## config.mk

```make
export PLATFORM = sky130hd
export DESIGN_NAME = ps2_cmd_transmitter
export DESIGN_NICKNAME = d
export VERILOG_FILES = /design/src/rtl/ps2_pkg.sv /design/src/rtl/ps2_sync_edge.sv /design/src/rtl/ps2_cmd_transmitter.sv
export SDC_FILE = /design/constraint.sdc
export NUM_CORES = 1
export LEC_CHECK = 0
export CORE_UTILIZATION = 40
export CTS_CLUSTER_DIAMETER = 120
export DETAILED_ROUTE_END_ITERATION = 6
export MAX_ROUTING_LAYER = met4
export PLACE_DENSITY_LB_ADDON = 0.12
export SYNTH_ARGS = -nofsm -noshare
export SYNTH_HDL_FRONTEND = slang
export SYNTH_SLANG_ARGS = --single-unit
export TNS_END_PERCENT = 30
```

## constraint.sdc

```tcl
create_clock -name CLOCK_50 -period 2.3 [get_ports CLOCK_50]
set_input_delay 0.345 -clock CLOCK_50 [delete_from_list [all_inputs] [get_ports CLOCK_50]]
set_output_delay 0.345 -clock CLOCK_50 [all_outputs]
set_load 0.05 [all_outputs]
```

## src/rtl/ps2_pkg.sv

```systemverilog
// Shared PS/2 definitions: transmitter states, frame length, host commands.
// Used by ps2_cmd_transmitter and the keyboard receive path.
package ps2_pkg;

   typedef enum logic [2:0] {
      IDLE,
      INHIBIT,
      RTS,
      SHIFT,
      ACK,
      WAIT_IDLE
   } state_t;

   localparam int FRAME_LEN = 11;

   localparam logic [7:0] CMD_RESET   = 8'hFF;
   localparam logic [7:0] CMD_SET_LED = 8'hED;
   localparam logic [7:0] CMD_ENABLE  = 8'hF4;

   // Bits shifted after the start bit: d0..d7, odd parity, stop.
   function automatic logic [9:0] tx_frame(input logic [7:0] d);
      return {1'b1, ~^d, d};
   endfunction

endpackage

```

## src/rtl/ps2_sync_edge.sv

```systemverilog
// Two-flop synchronizer with a falling-edge detector for one PS/2 pin.
// Flops reset high so an idle bus never reports a spurious edge.
module ps2_sync_edge (
   input  logic clk,
   input  logic resetn,
   input  logic pin,
   output logic sync,
   output logic fe
);

   logic meta;
   logic prev;

   always_ff @(posedge clk or negedge resetn) begin
      if (!resetn) begin
         meta <= 1'b1;
         sync <= 1'b1;
         prev <= 1'b1;
      end else begin
         meta <= pin;
         sync <= meta;
         prev <= sync;
      end
   end

   assign fe = prev & ~sync;

endmodule

```

## src/rtl/ps2_cmd_transmitter.sv

```systemverilog
// Host-to-device PS/2 command transmitter driving open-drain enables.
// Define PS2_TX_TIMEOUT_EN to build the clock-release-to-ack watchdog.
module ps2_cmd_transmitter #(
   parameter int INHIBIT_CYCLES = 5000,
   parameter int RTS_CYCLES     = 50,
   parameter int TIMEOUT_CYCLES = 750000
) (
   input  logic       CLOCK_50,
   input  logic       resetn,
   input  logic       cmd_valid,
   input  logic [7:0] cmd_data,
   output logic       cmd_ready,
   input  logic       ps2_clk_in,
   input  logic       ps2_dat_in,
   output logic       ps2_clk_oe,
   output logic       ps2_dat_oe,
   output logic       busy,
   output logic       done,
   output logic       ack_err,
   output logic       timeout
);

   import ps2_pkg::*;

   localparam logic [31:0] INH_LAST = 32'(INHIBIT_CYCLES - 1);
   localparam logic [31:0] RTS_LAST = 32'(RTS_CYCLES - 1);
   localparam logic [3:0]  LAST_BIT = 4'(FRAME_LEN - 2);

   state_t      state;
   logic [9:0]  frame;
   logic [3:0]  bit_cnt;
   logic [31:0] phase_cnt;

   logic sync_clk;
   logic clk_fe;
   logic sync_dat;
   logic unused_dat_fe;
   logic wd_exp;

   ps2_sync_edge u_clk_sync (
      .clk    (CLOCK_50),
      .resetn (resetn),
      .pin    (ps2_clk_in),
      .sync   (sync_clk),
      .fe     (clk_fe)
   );

   ps2_sync_edge u_dat_sync (
      .clk    (CLOCK_50),
      .resetn (resetn),
      .pin    (ps2_dat_in),
      .sync   (sync_dat),
      .fe     (unused_dat_fe)
   );

`ifdef PS2_TX_TIMEOUT_EN
   localparam logic [31:0] TO_LAST = 32'(TIMEOUT_CYCLES - 1);

   logic [31:0] wd_cnt;
   logic        wd_run;

   assign wd_run = (state == SHIFT) || (state == ACK) ||
                   (state == WAIT_IDLE);
   assign wd_exp = wd_run && (wd_cnt == TO_LAST);

   // Restarted while RTS holds the bus, so counting begins at clock release.
   always_ff @(posedge CLOCK_50 or negedge resetn) begin
      if (!resetn) begin
         wd_cnt <= '0;
      end else if (state == RTS) begin
         wd_cnt <= '0;
      end else if (wd_run) begin
         wd_cnt <= wd_cnt + 32'd1;
      end
   end
`else
   localparam int unused_timeout_cycles = TIMEOUT_CYCLES;

   assign wd_exp = 1'b0;
`endif

   always_ff @(posedge CLOCK_50 or negedge resetn) begin
      if (!resetn) begin
         state      <= IDLE;
         frame      <= '0;
         bit_cnt    <= '0;
         phase_cnt  <= '0;
         cmd_ready  <= 1'b1;
         busy       <= 1'b0;
         ps2_clk_oe <= 1'b0;
         ps2_dat_oe <= 1'b0;
         done       <= 1'b0;
         ack_err    <= 1'b0;
         timeout    <= 1'b0;
      end else begin
         done <= 1'b0;
         if (wd_exp) begin
            // Expiry outranks a device clock edge in the same cycle.
            ps2_clk_oe <= 1'b0;
            ps2_dat_oe <= 1'b0;
            timeout    <= 1'b1;
            ack_err    <= 1'b1;
            done       <= 1'b1;
            cmd_ready  <= 1'b1;
            busy       <= 1'b0;
            state      <= IDLE;
         end else begin
            unique case (state)
               IDLE: begin
                  if (cmd_valid) begin
                     frame      <= tx_frame(cmd_data);
                     ack_err    <= 1'b0;
                     timeout    <= 1'b0;
                     ps2_clk_oe <= 1'b1;
                     cmd_ready  <= 1'b0;
                     busy       <= 1'b1;
                     phase_cnt  <= '0;
                     state      <= INHIBIT;
                  end
               end
               INHIBIT: begin
                  if (phase_cnt == INH_LAST) begin
                     phase_cnt  <= '0;
                     ps2_dat_oe <= 1'b1;
                     state      <= RTS;
                  end else begin
                     phase_cnt <= phase_cnt + 32'd1;
                  end
               end
               RTS: begin
                  if (phase_cnt == RTS_LAST) begin
                     phase_cnt  <= '0;
                     ps2_clk_oe <= 1'b0;
                     bit_cnt    <= '0;
                     state      <= SHIFT;
                  end else begin
                     phase_cnt <= phase_cnt + 32'd1;
                  end
               end
               SHIFT: begin
                  if (clk_fe) begin
                     ps2_dat_oe <= ~frame[bit_cnt];
                     bit_cnt    <= bit_cnt + 4'd1;
                     if (bit_cnt == LAST_BIT) begin
                        state <= ACK;
                     end
                  end
               end
               ACK: begin
                  if (clk_fe) begin
                     ack_err <= sync_dat;
                     state   <= WAIT_IDLE;
                  end
               end
               WAIT_IDLE: begin
                  if (sync_clk && sync_dat) begin
                     ps2_dat_oe <= 1'b0;
                     done       <= 1'b1;
                     cmd_ready  <= 1'b1;
                     busy       <= 1'b0;
                     state      <= IDLE;
                  end
               end
               default: begin
                  state <= IDLE;
               end
            endcase
         end
      end
   end

endmodule

```

## Word level (Yosys, flattened, before mapping)

Cells that the tools add are included.

| word-level totals | value |
|---|---|
| output and inout bits | 7 |
| flip-flop bits (word level) | 60 |

| cells by class | value |
|---|---|
| reduce and logical (&&, ||, !) cells | 17 |
| $lt $le $gt $ge | 1 |
| bitwise gates (word level) | 3 |
| multiplexer cells | 32 |
| equality and inequality tests | 15 |
| $add $sub $neg | 2 |

Operator list:

| cell | number |
|---|---|
| $mux 32 | 3 |
| $pmux 32 s3 | 1 |
| $add 32x1->32 const B | 1 |
| $eq 32x13->1 const B | 1 |
| $eq 32x6->1 const B | 1 |
| $mux 3 | 7 |
| $pmux 3 s6 | 1 |
| $ne 2x2->1 const B | 7 |
| $reduce_and 3->1 | 4 |
| $mux 1 | 11 |
| $mux 4 | 2 |
| $pmux 1 s2 | 4 |
| $pmux 4 s2 | 1 |
| $reduce_bool 2->1 | 4 |
| $reduce_xnor 8->1 | 1 |
| $reduce_and 7->1 | 1 |
| $eq 3x2->1 const B | 2 |
| $eq 3x3->1 const B | 2 |
| $reduce_bool 3->1 | 2 |
| $lt 4x5->1 const B | 1 |
| $add 4x1->4 const B | 1 |
| $bmux 1 s4 | 1 |
| $eq 4x4->1 const B | 1 |
| $reduce_and 2->1 | 2 |
| 7 further kinds | 8 |

## Logic depth before layout (Yosys ltp)

Gate-level depths: netlist (run 1).

| depth | value |
|---|---|
| word-level depth | 5 |
| gate-level depth with buffers | 9 |
| mapped depth without buffers | 7 |

## By module

A second synthesis (run 1) with hierarchy kept.

| second synthesis, totals | value |
|---|---|
| cell total of the unflattened synthesis | 350 |
| area total of the unflattened synthesis | 3,326.9 µm² |

Modules (own cells, without submodules):

| module | area each (µm²) | cells an instance | seq. area each (µm²) | times used |
|---|---|---|---|---|
| ps2_cmd_transmitter | 3,141.8 | 342 | 1,377.6 | 1 |
| ps2_sync_edge | 92.6 | 4 | 78.8 | 2 |

## Least setup slack after synthesis (run 1)

No wires, ideal clock.

| timing | value |
|---|---|
| path type | reg2reg |
| from | reg phase_cnt[0] |
| to | reg phase_cnt[22] |
| stages on the path, launching flop included | 8 |
| arrival | 2.005 ns |
| data required time | 2.174 ns |
| path buffers | 1 |
| period minus slack after synthesis | 2.131 ns |
| setup slack | 0.169 ns |
| path through | dfrtp_1 ha_1 nand4_1 or4_4 o31a_4 buf_6 o211a_1 a221o_1 |

| on the way | value |
|---|---|
| word-level cells in the longest chain between the ends | 3 |
| elaborated cells on any way between the ends | 6 |

RTL lines:

| item | line | source |
|---|---|---|
| start, declared | ps2_cmd_transmitter.sv:32 | `logic [31:0] phase_cnt;` |
| start signal, assigned | ps2_cmd_transmitter.sv:127 | `phase_cnt <= phase_cnt + 32'd1;` |
| start signal, assigned | ps2_cmd_transmitter.sv:137 | `phase_cnt <= phase_cnt + 32'd1;` |
| $add 32x1->32 (tied with other cells) | ps2_cmd_transmitter.sv:127, ps2_cmd_transmitter.sv:137 |  |
| $mux 32 (on tied branches) | ps2_cmd_transmitter.sv:131, ps2_cmd_transmitter.sv:122 |  |
| $pmux 32 s3 (*) | ps2_cmd_transmitter.sv:108 | `unique case (state)` |

Mark *: on every way between the ends. The rest lies on a longest branch, timed or not.
A chain may end at the register's enable or synchronous reset.

## Worst setup path in the final report (run 1)

| timing | value |
|---|---|
| from | reg phase_cnt[6] |
| to | reg phase_cnt[22] |

The elaborated chain is that of the path after synthesis.

==> reports/results.txt, run 1 <==
Outcome -> complete, but fails checks
Violated checks -> hold timing
Vias in the first global route -> 2815
Global Route Usage Sum -> 20.69%
First-pass GRT wire length -> 13980 um
CTS root buf -> clkbuf_8
Largest net degree at the start of global routing -> 61
Die Y -> 96.22 um
Port bufs -> 18
Total Wirelength -> 8379 um
Net Sw Power -> 1.415 mW
Antenna viol nets, final -> 0
IO Count -> 20
Starting DRT DRC Count -> 177
Syn_area_per_cell -> 9.444 um^2
Post-synth EDFFs -> 0
Max FO, Critical Path -> 15
Worst Setup Start Kind -> flip-flop
Clk pwr share -> 22.9%
RSZ-0062 raised after global routing -> false
Hold-fix buffers, CTS -> 0
Post-Route Skew -> 15.97 ps
Row cnt -> 34
Power Density -> 887.9 nW/um^2
Syn Std Cell Area -> 3551 um^2
Die W -> 96.22 um
Layout cells sized above 1 -> 19.71%
Warnings, synthesis -> 0
WHS -> -2.658 ps
Final number of setup-violating endpoints -> 0
Net Sw Frac -> 37.82%
HPWL after DPL -> 6082 um
Slowest stage cell, crit path -> o31a_4
CTS Buffer Depth -> 2
Final cycle utilization of the critical path -> 94.29%
Worst-path cell chain -> nor4_4 > nand4_2 > o31a_4 > or2_1 > a221o_1
H-tree levels -> 3
Core area -> 8678 um^2
Register share of total power -> 44.9%
Clock latency on the worst-skew pair -> 350 ps
Worst Path Class, Setup -> flip-flop to flip-flop
Initial antenna violation count -> 0
Part of the Yosys area used for sequential elements -> 42.49%
DRC -> 0
Vias -> 2978
Total CTS buffers -> 9
Final Cell Area -> 4213 um^2
Logic pwr share -> 32.2%
GP Congestion -> 0.8234
Drt wl/cell -> 15.84 um
Starting Density -> 40.92%
Placed cell count -> 513
Total grt overflow -> 0
Mapped Cells -> 376
Pwr Total -> 3.740 mW
Asr flop ratio synth -> 100.0%
Leading cell type in the layout, fill and taps excluded -> dfrtp_1
Post-CTS setup buffer count -> 0
Finished Layout Cells -> 529
P_leak -> 1.705 nW
Final min period -> 2169 ps
# clock sinks -> 60
Worst setup startpoint -> phase_cnt[6]
Die area -> 9258 um^2
Fmax -> 461.1 MHz
Pint -> 2.326 mW
Max-Cap Viols -> 0
Worst slew margin -> 63.78%
Yosys reg bits -> 60
Vias/cell -> 5.629
CTS tree -> yes
Setup TNS -> 0 ps
Layout area overhead -> 18.64%
Syn_nets -> 393
Top FF cell, synth -> dfrtp_1
Critical path buffer and inverter count -> 0
Area of placed instances -> 4025 um^2
Filler Cell Count -> 808
Clock Pin Slew Worst Setup and Hold Paths -> 80 ps
DRT Pass-1 Iters -> 4
Tightest Hold Check Type -> input pin to asynchronous set/reset pin
Worst EP required -> 2520 ps
Critical path arrival -> 2390 ps
Maximum vdd drop -> 0.0004271 V
Critical Path Max Stage Delay -> 490 ps
Fin. max-slew vios -> 0
Critical Path End Type -> flip-flop
FF-to-FF Start -> phase_cnt[6]
Worst Tran Pin Value -> 538.4 ps
CP top delay family -> simple AND/OR/NAND/NOR gates
Synth cell types -> 67
Most frequent cells in the layout -> dfrtp_1, nand2_1, buf_4
Final Hold Vio Count -> 7
Final net count -> 433
Ant. Diodes -> 0
[path summary, 6_finish.rpt]
path	endpoint	cells after the start	slack [ps]
setup / recovery	phase_cnt[22]	5	130
hold / removal	frame[3]	2	-3
setup reg to reg	phase_cnt[22]	5	130
hold reg to reg	u_clk_sync.sync	0	360
max in group asynchronous	u_dat_sync.sync	2	2000
min in group CLOCK_50	u_clk_sync.sync	0	360
[routing by layer]
layer | up-vias | share of wire (%) | track usage, %
li1 | 1479 | - | -
met1 | 1440 | 50 | 29.29
met2 | 53 | 46 | 29.55
met3 | 6 | 3.5 | 4.028
met4 | 0 | 0.78 | 6.592
met5 | - | 0 | -
[state kept, by name, indices dropped and copies added (netlist names), 3 cells and up]
signal and cells:
bit_cnt 4, phase_cnt 32, frame 10, state 3
[Yosys cell counts, types with 3 or more instances]
| cell | count | area, um^2 |
|---|---|---|
| o221ai_1 | 4 | 35.03 |
| nor2b_1 | 5 | 31.28 |
| a22o_1 | 4 | 35.03 |
| o22ai_1 | 7 | 43.79 |
| o211a_1 | 3 | 30.03 |
| nand2b_1 | 3 | 18.77 |
| ha_1 | 4 | 50.05 |
| nor4_2 | 3 | 37.54 |
| nor2_1 | 23 | 86.33 |
| nand4_1 | 10 | 62.56 |
| buf_6 | 3 | 33.78 |
| and4_1 | 7 | 61.31 |
| nor3_1 | 14 | 70.07 |
| nor4_1 | 6 | 37.54 |
| inv_1 | 15 | 56.30 |
| dfrtp_1 | 54 | 1351 |
| a22oi_1 | 5 | 37.54 |
| mux2_1 | 5 | 56.30 |
| o211ai_1 | 11 | 82.58 |
| nand3_1 | 8 | 40.04 |
| o21ai_1 | 8 | 40.04 |
| o21ai_0 | 21 | 105.1 |
| dfstp_2 | 6 | 157.7 |
| and3_1 | 5 | 31.28 |
| and2_1 | 3 | 18.77 |
| nand2_1 | 42 | 157.7 |
| mux2i_1 | 4 | 40.04 |
| a21oi_1 | 7 | 35.03 |
| o21bai_1 | 3 | 22.52 |
| buf_2 | 7 | 35.03 |
| xnor2_1 | 10 | 87.58 |
| mux2_2 | 6 | 67.56 |
| clkbuf_1 | 11 | 41.29 |
[what timing repair did]
item / 4_1_cts / 5_1_grt
resized for setup: 0 / 4
setup endpoints to repair: 0 / 5
endpoints found under the hold margin: 0 / 0
[per-stage QoR]
stage | worst slack, ps | util, % | hold WS [ps]
2_1_floorplan | 169.0 | - | 49.41
3_3_place_gp | 149.8 | 46.38 | 345.5
3_5_place_dp | 114.0 | 46.38 | 347.3
4_1_cts | 98.20 | 48.43 | 3.658
5_1_grt | 26.15 | 48.54 | 17.23
6_report | 131.3 | 48.54 | -2.658
[power groups by stage]
stage,Combinational (mW),Sequential (mW),Clock [mW]
final,1.20,1.68,0.856
after global routing,1.33,1.73,0.924
after CTS,1.20,1.68,0.882
after detailed placement,1.19,1.69,0
after global placement,1.17,1.69,0
after floorplan,0.776,1.68,0
[layout make-up]
cell class	instances	area [um^2]	share of cell area (%)
clock inverter	6	50.05	1.188
timing repair buffer	52	455.4	10.81
sequential	60	1510	35.85
inverter	15	56.30	1.337
multi-input combinational	278	1878	44.58
clock buffer	10	127.6	3.029
tap	108	135.1	3.208
[cell families after synthesis]
kind of cell	after synthesis	synth area share [%]
and+or+nand+nor	150	23.68
AOI/OAI and AO/OA	95	18.61
DFF	60	42.49
buffers and inverters	38	5.109
muxes	17	5.884
xor gates and xnor gates	11	2.713
adders and majority gates	4	1.409
other	1	0.1056
Note: power is estimated with default switching activity, not from simulation.
==> run 2: changes to the inputs <==
CTS_BUF_LIST = sky130_fd_sc_hd__clkbuf_8   (was not set)
PLACE_DENSITY = 0.57   (was not set)
PLACE_DENSITY_LB_ADDON = not set   (was 0.12)
SYNTH_HIERARCHICAL = 1   (was not set)
==> run 2 against run 1 <==
Net effect: the flow finishes with violations (setup timing); via count decreased by 5.0%; cell count is 1.3% lower; worst setup slack got worse by 210 ps; non-clock buffer count is 22 higher; routed wire length decreased by 8.6%; core utilization rose by 4.7 points; sequential power fell by 14%; synthesized area is 7.4% lower; die area shrank 7.3%; sequential share of layout area is 0.27 points higher; first-iteration DRC count down 57%; critical path depth grew 1; largest power group is now combinational logic.
==> reports/results.txt, run 2 <==
Outcome -> complete, but fails checks
Violated checks -> setup timing
Worst Path Class, Setup -> flip-flop to flip-flop
Register share of total power -> 31.5% (-13 points)
Net Sw Frac -> 39.22% (+1.4 points)
Die Y -> 92.65 um (-3.7%)
Final min period -> 2376 ps (+207.8 ps)
DRC -> 0 (unchanged)
Worst-path cell chain -> or4_1 > or4_4 > o31ai_4 > and2_4 > nand2b_4 > mux2_4
Final Hold Vio Count -> 0 (-7)
Row cnt -> 32 (-5.9%)
Largest register FFs -> 32 (unchanged)
Worst EP required -> 2520 ps (about the same)
Logic pwr share -> 49.9% (+18 points)
Area of placed instances -> 3930 um^2 (-2.4%)
Global Route Usage Sum -> 20.45% (-0.24 points)
Vias in the first global route -> 2823 (+0.28%)
Mapped Cells -> 348 (-7.4%)
Reg2Reg Setup Slack -> -80 ps (-210 ps)
# clock sinks -> 60 (unchanged)
Maximum vdd drop -> 0.0005847 V (+37%)
Total Wirelength -> 7662 um (-8.6%)
Net Sw Power -> 1.812 mW (+28%)
Pwr Total -> 4.619 mW (+23%)
Placed cell count -> 504 (-1.8%)
Critical path arrival -> 2590 ps (+200 ps)
Tightest Hold Check Type -> input pin to asynchronous set/reset pin
RSZ-0062 raised after global routing -> true
Core area -> 7848 um^2 (-9.6%)
Hold-fix buffers, CTS -> 0 (unchanged)
Total grt overflow -> 0 (unchanged)
CTS root buf -> clkbuf_8
Path length in cells of the critical path -> 6 (+1)
P_leak -> 1.804 nW (+5.8%)
Clk pwr share -> 18.7% (-4.2 points)
Post-route worst setup slack -> -76.49 ps (-207.8 ps)
Layout cells sized above 1 -> 24.76% (+5.0 points)
Slowest stage cell, crit path -> or4_4
Starting DRT DRC Count -> 76 (-57%)
FF-to-FF Start -> phase_cnt[8]
Total CTS buffers -> 9 (unchanged)
Critical Path Max Stage Delay -> 520 ps (+30 ps)
CTS Buffer Depth -> 2 (unchanged)
Largest register by flop count -> phase_cnt
Leading cell type in the layout, fill and taps excluded -> dfrtp_1
Critical path buffer and inverter count -> 0 (unchanged)
Starting Density -> 41.88% (+0.97 points)
Post-Route Utilization -> 53.24% (+4.7 points)
CP top delay family -> simple AND/OR/NAND/NOR gates
Max FO, Critical Path -> 5 (-10)
IO Count -> 20 (unchanged)
Port bufs -> 18 (unchanged)
Syn_nets -> 365 (-7.1%)
HPWL after DPL -> 5349 um (-12%)
Clock latency on the worst-skew pair -> 330 ps (-20 ps)
Warnings, synthesis -> 6 (+6)
Drt wl/cell -> 14.68 um (-7.3%)
Post-place setup slack -> -119.5 ps (-233.5 ps)
Vias/cell -> 5.421 (-3.7%)
Max-Cap Viols -> 0 (unchanged)
Layout area overhead -> 27.10%
Pint -> 2.808 mW (+21%)
Antenna viol nets, final -> 0 (unchanged)
DRT Pass-1 Iters -> 4 (unchanged)
Syn_area_per_cell -> 9.445 um^2 (about the same)
Die area -> 8584 um^2 (-7.3%)
Top Registers -> phase_cnt (32), frame (10), bit_cnt (4)
Vias -> 2830 (-5.0%)
Final net count -> 432 (-0.23%)
Worst Setup Start Kind -> flip-flop
Post-Route Skew -> 10.66 ps (-5.309 ps)
GP Congestion -> 0.8565 (+4.0%)
Final number of setup-violating endpoints -> 27 (+27)
Fin. max-slew vios -> 0 (unchanged)
Most frequent cells in the layout -> dfrtp_1, buf_4, nand2_1, a21oi_1, nand3_1
Ant. Diodes -> 0 (unchanged)
Initial antenna violation count -> 0 (unchanged)
Die W -> 92.65 um (-3.7%)
Largest net degree at the start of global routing -> 35 (-43%)
Finished Layout Cells -> 522 (-1.3%)
H-tree levels -> 3 (unchanged)
R2r endpoint -> state[0]
First-pass GRT wire length -> 13310 um (-4.8%)
Fmax -> 420.8 MHz (-8.7%)
R2R depth -> 6 (+1)
CTS tree -> yes
Final Cell Area -> 4178 um^2 (-0.83%)
Syn Std Cell Area -> 3287 um^2 (-7.4%)
Clock Pin Slew Worst Setup and Hold Paths -> 70 ps (about the same)
Critical Path End Type -> flip-flop
Power Density -> 1106 nW/um^2 (+25%)
Final cycle utilization of the critical path -> 103.3% (+9.0 points)
run 2: metrics by stage:
stage,TNS [ps],hold WS [ps]
3_5_place_dp,-2043,348.1
5_1_grt,-4257,14.03
4_1_cts,-1164,7.879
6_report,-905.7,7.358
3_3_place_gp,-896.3,346.7
2_1_floorplan,-516.9,49.41
run 2: repair_timing:
action	4_1_cts	5_1_grt
setup endpoints to repair	28	38
gates cloned	1	0
buffers inserted	0	1
pin swaps	5	0
resized for setup	7	6
run 2: power groups by stage:
stage | logic (mW) | clock network (mW) | registers [mW]
after floorplan | 1.30 | 0 | 1.54
after global placement | 2.13 | 0 | 1.46
after detailed placement | 2.15 | 0 | 1.47
after CTS | 2.27 | 0.899 | 1.45
after global routing | 2.55 | 0.938 | 1.49
final | 2.30 | 0.862 | 1.45
run 2: final cells by class:
| class | count | area, um^2 |
|---|---|---|
| Clock buffer | 11 | 151.4 |
| Sequential cell | 60 | 1509 |
| Fill cell | 721 | 3670 |
| Tap cell | 102 | 127.6 |
| Clock inverter | 5 | 28.78 |
| Timing Repair Buffer | 74 | 619.3 |
| Multi-Input combinational cell | 251 | 1670 |
| Inverter | 19 | 71.32 |
run 2: worst max-delay path by stage:
stage / from / end / slack, ps
after floorplan: phase_cnt[7] / state[0] / -110
after global placement: phase_cnt[7] / state[1] / -80
after detailed placement: phase_cnt[9] / state[0] / -120
after CTS: phase_cnt[7] / state[0] / -90
after global routing: phase_cnt[8] / phase_cnt[21] / -160
final: phase_cnt[8] / state[0] / -80
run 2: routing by layer:
layer | part of all wire, % | up-vias | track usage (%)
met4 | 1.4 | 0 | 8.333
met3 | 2.2 | 8 | 4.187
met5 | 0 | - | -
li1 | - | 1412 | -
met2 | 48 | 39 | 31.67
met1 | 48 | 1371 | 26.26
